### src/rtl/bcd_scan_display.sv
// -----------------------------------------------------------------------------
// bcd_scan_display
//   Converts a WIDTH-bit unsigned value to BCD with a sequential shift-add-3
//   converter (one bit per clock) and drives a time-multiplexed bank of DIGITS
//   7-segment displays. It supports optional leading-zero blanking and shows
//   dashes when the value does not fit in DIGITS decimal digits.
//
// Ports
//   clk         system clock, rising edge
//   rst         asynchronous active-high reset
//   load_i      request conversion of value_i (ignored while busy_o)
//   value_i     unsigned binary value, sampled on the accepting edge
//   busy_o      conversion in progress
//   done_o      one-cycle pulse: new result is on the display
//   overflow_o  latched with the result: value >= 10^DIGITS
//   seg_o       segments {g,f,e,d,c,b,a}, active-high
//   an_o        one-hot digit enable, an_o[0] = least significant digit
// -----------------------------------------------------------------------------
module bcd_scan_display #(
    parameter int WIDTH    = 8,
    parameter int DIGITS   = 3,
    parameter int SCAN_DIV = 1000,
    parameter int BLANK_LZ = 0
) (
    input  logic              clk,
    input  logic              rst,
    input  logic              load_i,
    input  logic [WIDTH-1:0]  value_i,
    output logic              busy_o,
    output logic              done_o,
    output logic              overflow_o,
    output logic [6:0]        seg_o,
    output logic [DIGITS-1:0] an_o
);

    // Number of decimal digits needed to hold 2^w - 1.
    function automatic int dec_digits(input int w);
        int v;
        int n;
        v = (1 << w) - 1;
        n = 1;
        while (v >= 10) begin
            v = v / 10;
            n++;
        end
        return n;
    endfunction

    localparam int CONV = dec_digits(WIDTH);
    // The accumulator is at least DIGITS wide so the display copy never
    // reaches past it; the extra nibbles simply stay zero.
    localparam int NIB  = (CONV > DIGITS) ? CONV : DIGITS;
    localparam int CW   = $clog2(WIDTH + 1);
    localparam int PW   = (SCAN_DIV > 1) ? $clog2(SCAN_DIV) : 1;
    localparam int IW   = (DIGITS > 1) ? $clog2(DIGITS) : 1;

    localparam logic [1:0] S_IDLE  = 2'd0;
    localparam logic [1:0] S_SHIFT = 2'd1;
    localparam logic [1:0] S_LATCH = 2'd2;

    function automatic logic [6:0] decode(input logic [3:0] d);
        case (d)
            4'd0:    decode = 7'h3F;
            4'd1:    decode = 7'h06;
            4'd2:    decode = 7'h5B;
            4'd3:    decode = 7'h4F;
            4'd4:    decode = 7'h66;
            4'd5:    decode = 7'h6D;
            4'd6:    decode = 7'h7D;
            4'd7:    decode = 7'h07;
            4'd8:    decode = 7'h7F;
            4'd9:    decode = 7'h6F;
            default: decode = 7'h00;
        endcase
    endfunction

    logic [1:0]          state_q,  state_d;
    logic [WIDTH-1:0]    shift_q,  shift_d;
    logic [NIB*4-1:0]    bcd_q,    bcd_d;
    logic [NIB*4-1:0]    bcd_adj;
    logic [CW-1:0]       cnt_q,    cnt_d;
    logic [DIGITS*4-1:0] disp_q,   disp_d;
    logic                ovf_q,    ovf_d;
    logic                done_q,   done_d;
    logic [PW-1:0]       pre_q,    pre_d;
    logic [IW-1:0]       idx_q,    idx_d;
    logic [6:0]          seg_q,    seg_d;
    logic [DIGITS-1:0]   an_q,     an_d;

    // Converter
    always_comb begin
        // NOTE: every combinationally assigned signal gets a default first so
        // no path through the case leaves it unassigned (which would infer a latch).
        state_d = state_q;
        shift_d = shift_q;
        bcd_d   = bcd_q;
        cnt_d   = cnt_q;
        disp_d  = disp_q;
        ovf_d   = ovf_q;
        done_d  = 1'b0;

        bcd_adj = bcd_q;
        for (int i = 0; i < NIB; i++) begin
            if (bcd_q[i*4 +: 4] >= 4'd5) begin
                bcd_adj[i*4 +: 4] = bcd_q[i*4 +: 4] + 4'd3;
            end
        end

        case (state_q)
            S_IDLE: begin
                if (load_i) begin
                    shift_d = value_i;
                    bcd_d   = '0;
                    cnt_d   = CW'(WIDTH);
                    state_d = S_SHIFT;
                end
            end
            S_SHIFT: begin
                {bcd_d, shift_d} = {bcd_adj, shift_q} << 1;
                cnt_d = cnt_q - CW'(1);
                if (cnt_q == CW'(1)) begin
                    state_d = S_LATCH;
                end
            end
            S_LATCH: begin
                disp_d = bcd_q[DIGITS*4-1:0];
                ovf_d  = 1'b0;
                for (int i = DIGITS; i < NIB; i++) begin
                    if (bcd_q[i*4 +: 4] != 4'd0) begin
                        ovf_d = 1'b1;
                    end
                end
                done_d  = 1'b1;
                state_d = S_IDLE;
            end
            default: state_d = S_IDLE;
        endcase
    end

    // Scanner: seg and an are computed from next-state values so both
    // registers change on the same edge, including on a display update.
    always_comb begin
        logic       wrap;
        logic       zero_from;
        logic       blank_sel;
        logic [3:0] nib;

        wrap  = (pre_q == PW'(SCAN_DIV - 1));
        pre_d = wrap ? '0 : pre_q + PW'(1);
        idx_d = idx_q;
        if (wrap) begin
            idx_d = (idx_q == IW'(DIGITS - 1)) ? '0 : idx_q + IW'(1);
        end

        // Walk from the most significant digit down, tracking whether the
        // selected digit and all digits above it are zero.
        zero_from = 1'b1;
        blank_sel = 1'b0;
        nib       = 4'd0;
        for (int i = DIGITS - 1; i >= 0; i--) begin
            zero_from = zero_from & (disp_d[i*4 +: 4] == 4'd0);
            if (idx_d == IW'(i)) begin
                blank_sel = zero_from;
                nib       = disp_d[i*4 +: 4];
            end
        end

        if (ovf_d) begin
            seg_d = 7'h40;
        end else if ((BLANK_LZ != 0) && (idx_d != '0) && blank_sel) begin
            seg_d = 7'h00;
        end else begin
            seg_d = decode(nib);
        end
        an_d = DIGITS'(1) << idx_d;
    end

    // NOTE: sequential state uses non-blocking assignments so every register
    // samples its pre-edge inputs regardless of statement order.
    always_ff @(posedge clk or posedge rst) begin
        if (rst) begin
            state_q <= S_IDLE;
            shift_q <= '0;
            bcd_q   <= '0;
            cnt_q   <= '0;
            disp_q  <= '0;
            ovf_q   <= 1'b0;
            done_q  <= 1'b0;
            pre_q   <= '0;
            idx_q   <= '0;
            seg_q   <= 7'h3F;
            an_q    <= DIGITS'(1);
        end else begin
            state_q <= state_d;
            shift_q <= shift_d;
            bcd_q   <= bcd_d;
            cnt_q   <= cnt_d;
            disp_q  <= disp_d;
            ovf_q   <= ovf_d;
            done_q  <= done_d;
            pre_q   <= pre_d;
            idx_q   <= idx_d;
            seg_q   <= seg_d;
            an_q    <= an_d;
        end
    end

    assign busy_o     = (state_q != S_IDLE);
    assign done_o     = done_q;
    assign overflow_o = ovf_q;
    assign seg_o      = seg_q;
    assign an_o       = an_q;

endmodule

### config.mk
export PLATFORM = sky130hd
export DESIGN_NAME = bcd_scan_display
export DESIGN_NICKNAME = d
export VERILOG_FILES = /design/src/rtl/bcd_scan_display.sv
export SDC_FILE = /design/constraint.sdc
export NUM_CORES = 1
export LEC_CHECK = 0
export ABC_AREA = 1
export CAP_MARGIN = 20
export CORE_ASPECT_RATIO = 0.6
export CORE_MARGIN = 2
export CORE_UTILIZATION = 50
export DETAILED_ROUTE_END_ITERATION = 8
export GPL_ROUTABILITY_DRIVEN = 0
export HOLD_SLACK_MARGIN = 0.05
export PLACE_DENSITY = 0.7
export SYNTH_ARGS = -nofsm -noshare
export SYNTH_HDL_FRONTEND = slang
export SYNTH_SLANG_ARGS = --single-unit
### constraint.sdc
create_clock -name clk -period 4.8 [get_ports clk]
set_input_delay 0.96 -clock clk [delete_from_list [all_inputs] [get_ports clk]]
set_output_delay 0.96 -clock clk [all_outputs]
set_load 0.05 [all_outputs]
==> run summary <==
The flow ran to the end, and the final reports show no timing, DRC or antenna violations. Setup violations remaining at the end of the flow were counted as 0. The final max-slew violation count came out at 0. The final-report hold violation count came to 0. The count of antenna-violating nets left after detailed routing is 0.

The vias per cell came out at 4.95. The largest net degree at the start of global routing is 42. The repair_antennas step left the layout with diodes totalling 0. Hold repair after CTS inserted 0 buffers. The critical path goes through nor2_1 -> inv_1 -> clkdlybuf4s50_1. The number of buffers inserted during clock tree synthesis came out at 9. After synthesis the netlist holds a flip-flop and latch count of 62. The path class of the tightest hold or removal check is register to register. The clock tree root driver cell is sky130_fd_sc_hd__clkbuf_8. Combinational cells account for 43.8% of the total power.

Before CTS, the worst setup slack after placement is slightly below 2 ns. The floorplan has 22 rows. No sink is reached through more buffers than the 2 on the longest clock path.

The post-route netlist has 14.3% of its cells at a drive strength greater than 1. The clock tree synthesis step divided the H-tree into 3 levels. The number of port buffers is 23. The chip height came out at 64.7 um. The number of antenna violations at the first check in global routing came out at 0. For the final routed database, the setup TNS stands at 0 ns. The longest individual stage delay on the worst path came out at 0.70 ns. The width of the die is 105 um. The aggregate routed wire length is 5800 um. The top fanout value on the critical path came out at 3. The synthesized area came out at 3070 um2. The fraction of synthesized cell area taken by the top area cell type is 44.8%. The worst setup path is of the register to output port kind.

Among all stages on the critical path, the largest delay is contributed by sky130_fd_sc_hd__clkdlybuf4s50_1. After global routing the overflow that remains totals 0. The number of iterations in the first detailed-routing pass is 4. The maximum clock frequency is 373 MHz. The final route contains ~2.4k vias. The filler cells instantiated in the layout total ~530. The clock network accounts for about a fifth of the total power. The net switching power is 0.000939 W. The share of total power consumed by net switching is a little over two fifths.

The number of violations of the max-capacitance limit came out at 0. The I/O pin count came out at 24. The layout overhead on the synthesized area is 17.0%. The cell count after synthesis came out at roughly 360.

The total number of yosys warnings came out at 0. The clock insertion delay at the later pin of the skew report is 0.34 ns. For this design the ratio of total power to cell area is around 630 nW/um2. The internal power summed over all cells came out at 0.00131 W. Counting instances, the worst hold path has a depth of 1. The post-synth net total is between 300 and 400. The detailed placement HPWL came out at between 4000 and 5000 um. The actual slew at the worst max-slew pin came out at 0.821 ns. The area of the die came out at 6800 um2.

In this run the critical register-to-register path is launched from state_q[1]. The number of global-route vias before repair came out at about 2.2k. The area of combinational cells with multiple inputs is ~1300 um2. In this run the register-to-register setup slack is 2.17 ns.

The clock tree skew after final layout is roughly 0.011 ns. The clock-pin slew on the worst setup and hold paths came out at about 0.07 ns. The number of setup buffers added after CTS is 0.

TritonCTS built the clock tree. Summing all flip-flop and latch instances after layout gives 1560 um2. The portion of the post-synthesis area used by sequential elements is around 51%. The critical path data required time came out at about 3.8 ns. STA classifies the critical path startpoint as a register. The terminating pin of the worst hold path is pre_q[0]. The worst register-to-register path ends at shift_q[1]. The largest voltage drop on the vdd net came out at 0.297 mV. The number of remaining DRC errors is 0.

By area the synthesized netlist is led by sky130_fd_sc_hd__dfrtp_1, sky130_fd_sc_hd__o21ai_0, sky130_fd_sc_hd__nand2_1. The effective utilization at floorplan came out at about half. The biggest area contributor in the post-synthesis netlist is sky130_fd_sc_hd__dfrtp_1.

The worst setup path is captured at an output port. Measured against its own limit, the worst slew margin works out to around 45%. The floorplan core area came out at 6030 um2. Setup repair after global routing left no endpoint under its margin. The first global-routing pass estimated 9980 um of wire. The final worst-path setup slack came out at 2.12 ns. The arrival time at the worst endpoint came out at 1.72 ns. The quantity of gates resized following cts came out at 0. Sequential cells account for 35.9% of the total power.

The layout net count came out at just over 400. The number of distinct standard cells referenced by the synthesized netlist came out at 27. The time the worst path needs with I/O delays and setup is 2.68 ns. After detailed routing, the average wire length per cell comes to 12.2 um. The startpoint of the worst hold path is pre_q[0]. Measured in cells, the most critical reg-to-reg path has a length of 5. The leakage dissipation came out at roughly 1.8 nW. The mean cell area of the mapped netlist came out at 8.60 um2. The overall track demand over capacity in global routing is 19.1%. Dividing the final minimum period by the clock period gives 55.8%. The clock sink count is 62.

In this run, the number of DRC markers left after iteration 0 of detailed routing was 157.
[through the flow]
step           hold slack [ns]  cells  power (W)  area, um2  utilization (%)
2_1_floorplan            0.433    357    0.00156       3070                -
3_3_place_gp             0.454    459    0.00177       3390             56.2
3_5_place_dp             0.457    459    0.00180       3390             56.2
4_1_cts                  0.465    475    0.00226       3590             59.5
5_1_grt                  0.505    475    0.00244       3590             59.5
6_report                 0.462    475    0.00225       3590             59.5
[per-layer routing]
metal | vias up | wire length (um) | GRT usage, % | part of all wire [%]
met5 | - | 0 | 0 | 0
met4 | 0 | 63 | 7.17 | 1.1
met3 | 6 | 244 | 5.13 | 4.2
met2 | 52 | 2440 | 28.2 | 42
met1 | 1079 | 3050 | 26.9 | 53
li1 | 1216 | - | - | -
[registers in the layout, summed over array words and instances, names as in the netlist]
| register | cells |
|---|---|
| bcd_q | 12 |
| shift_q | 8 |
| an_o | 3 |
| state_q | 2 |
| pre_q | 10 |
| overflow_o | 1 |
| done_o | 1 |
| cnt_q | 4 |
| idx_q | 2 |
| disp_q | 12 |
| seg_o | 7 |
[power groups by stage]
stage	Sequential [W]	Clock [W]	Combinational (W)
finish	0.000808	0.000458	0.000986
CTS	0.000808	0.000469	0.000988
detailed placement	0.000816	0	0.000982
global placement	0.000812	0	0.000956
floorplan	0.000905	0	0.000658
global route	0.000829	0.000491	0.00112
[synth_stat cells]
| master | instances |
|---|---|
| sky130_fd_sc_hd__o21ai_0 | 44 |
| sky130_fd_sc_hd__or2_2 | 4 |
| sky130_fd_sc_hd__nor2_2 | 8 |
| sky130_fd_sc_hd__nand3_4 | 1 |
| sky130_fd_sc_hd__o32ai_1 | 2 |
| sky130_fd_sc_hd__nand3_2 | 1 |
| sky130_fd_sc_hd__nand2_2 | 10 |
| sky130_fd_sc_hd__a21oi_1 | 10 |
| sky130_fd_sc_hd__or2_1 | 1 |
| sky130_fd_sc_hd__o22ai_1 | 8 |
| sky130_fd_sc_hd__ha_1 | 14 |
| sky130_fd_sc_hd__xor2_1 | 4 |
| sky130_fd_sc_hd__nor3_1 | 3 |
| sky130_fd_sc_hd__o211ai_1 | 1 |
| sky130_fd_sc_hd__nand2_1 | 54 |
| sky130_fd_sc_hd__nor2_4 | 3 |
| sky130_fd_sc_hd__inv_2 | 3 |
| sky130_fd_sc_hd__nand4_1 | 4 |
| sky130_fd_sc_hd__inv_4 | 1 |
| sky130_fd_sc_hd__nand2_4 | 1 |
| sky130_fd_sc_hd__nand3_1 | 26 |
| sky130_fd_sc_hd__dfrtp_1 | 55 |
| sky130_fd_sc_hd__dfstp_2 | 7 |
| sky130_fd_sc_hd__clkbuf_1 | 5 |
| sky130_fd_sc_hd__buf_2 | 1 |
| sky130_fd_sc_hd__inv_1 | 50 |
| sky130_fd_sc_hd__nor2_1 | 36 |
[cells in the final DEF (no fill, tap or decap), types with 2 or more instances in the layout]
cell                              instances
sky130_fd_sc_hd__nor2_2                   8
sky130_fd_sc_hd__dfstp_2                  7
sky130_fd_sc_hd__nand3_1                 26
sky130_fd_sc_hd__o22ai_1                  8
sky130_fd_sc_hd__nor2_4                   3
sky130_fd_sc_hd__nand2_1                 54
sky130_fd_sc_hd__a21oi_1                 10
sky130_fd_sc_hd__o32ai_1                  2
sky130_fd_sc_hd__clkinvlp_4               4
sky130_fd_sc_hd__o21ai_0                 44
sky130_fd_sc_hd__inv_1                   49
sky130_fd_sc_hd__ha_1                    14
sky130_fd_sc_hd__or2_2                    4
sky130_fd_sc_hd__nand2_2                 10
sky130_fd_sc_hd__nor2_1                  36
sky130_fd_sc_hd__nand4_1                  4
sky130_fd_sc_hd__dfrtp_1                 55
sky130_fd_sc_hd__nor3_1                   3
sky130_fd_sc_hd__clkbuf_8                10
sky130_fd_sc_hd__xor2_1                   4
sky130_fd_sc_hd__inv_2                    4
sky130_fd_sc_hd__clkdlybuf4s50_1         23
[worst max-delay path, delay by kind of cell (launching register included)]
family        cells  cell delay, ns
simple gates      1            0.19
buf+inv           2            0.77
flops             1            0.42
[cells by family (layout without fill, tap and decap cells)]
group                    after synthesis  count (layout)  synth area share, %
AO/OA/AOI/OAI                         65              65                 11.3
AND/OR/NAND/NOR                      152             152                 23.6
buffers and inverters                 60              94                 7.46
flip-flops                            62              62                 50.8
XOR/XNOR                               4               4                 1.14
adder cells (fa/ha/maj)               14              14                 5.71
[final cells by class]
type	instances	share of cell area [%]
Clock buffer	11	3.94
Clock inverter	5	1.67
Inverter	54	5.72
Multi-Input combinational cell	235	35.7
Sequential cell	62	43.5
Tap cell	84	2.93
Timing Repair Buffer	24	6.62
[how the worst max path moves through the flow]
| stage | slack, ns | start | cells after the start | to |
|---|---|---|---|---|
| 2_1_floorplan | 2.31 | rst | 1 | an_o[1] |
| 3_3_place_gp | 2.11 | load_i | 5 | shift_q[7] |
| 3_5_place_dp | 1.99 | load_i | 5 | shift_q[1] |
| 4_1_cts | 2.11 | state_q[1] | 3 | busy_o |
| 5_1_grt | 1.84 | state_q[0] | 6 | shift_q[1] |
| 6_report | 2.12 | state_q[1] | 3 | busy_o |
(Power assumes the default switching activity.)
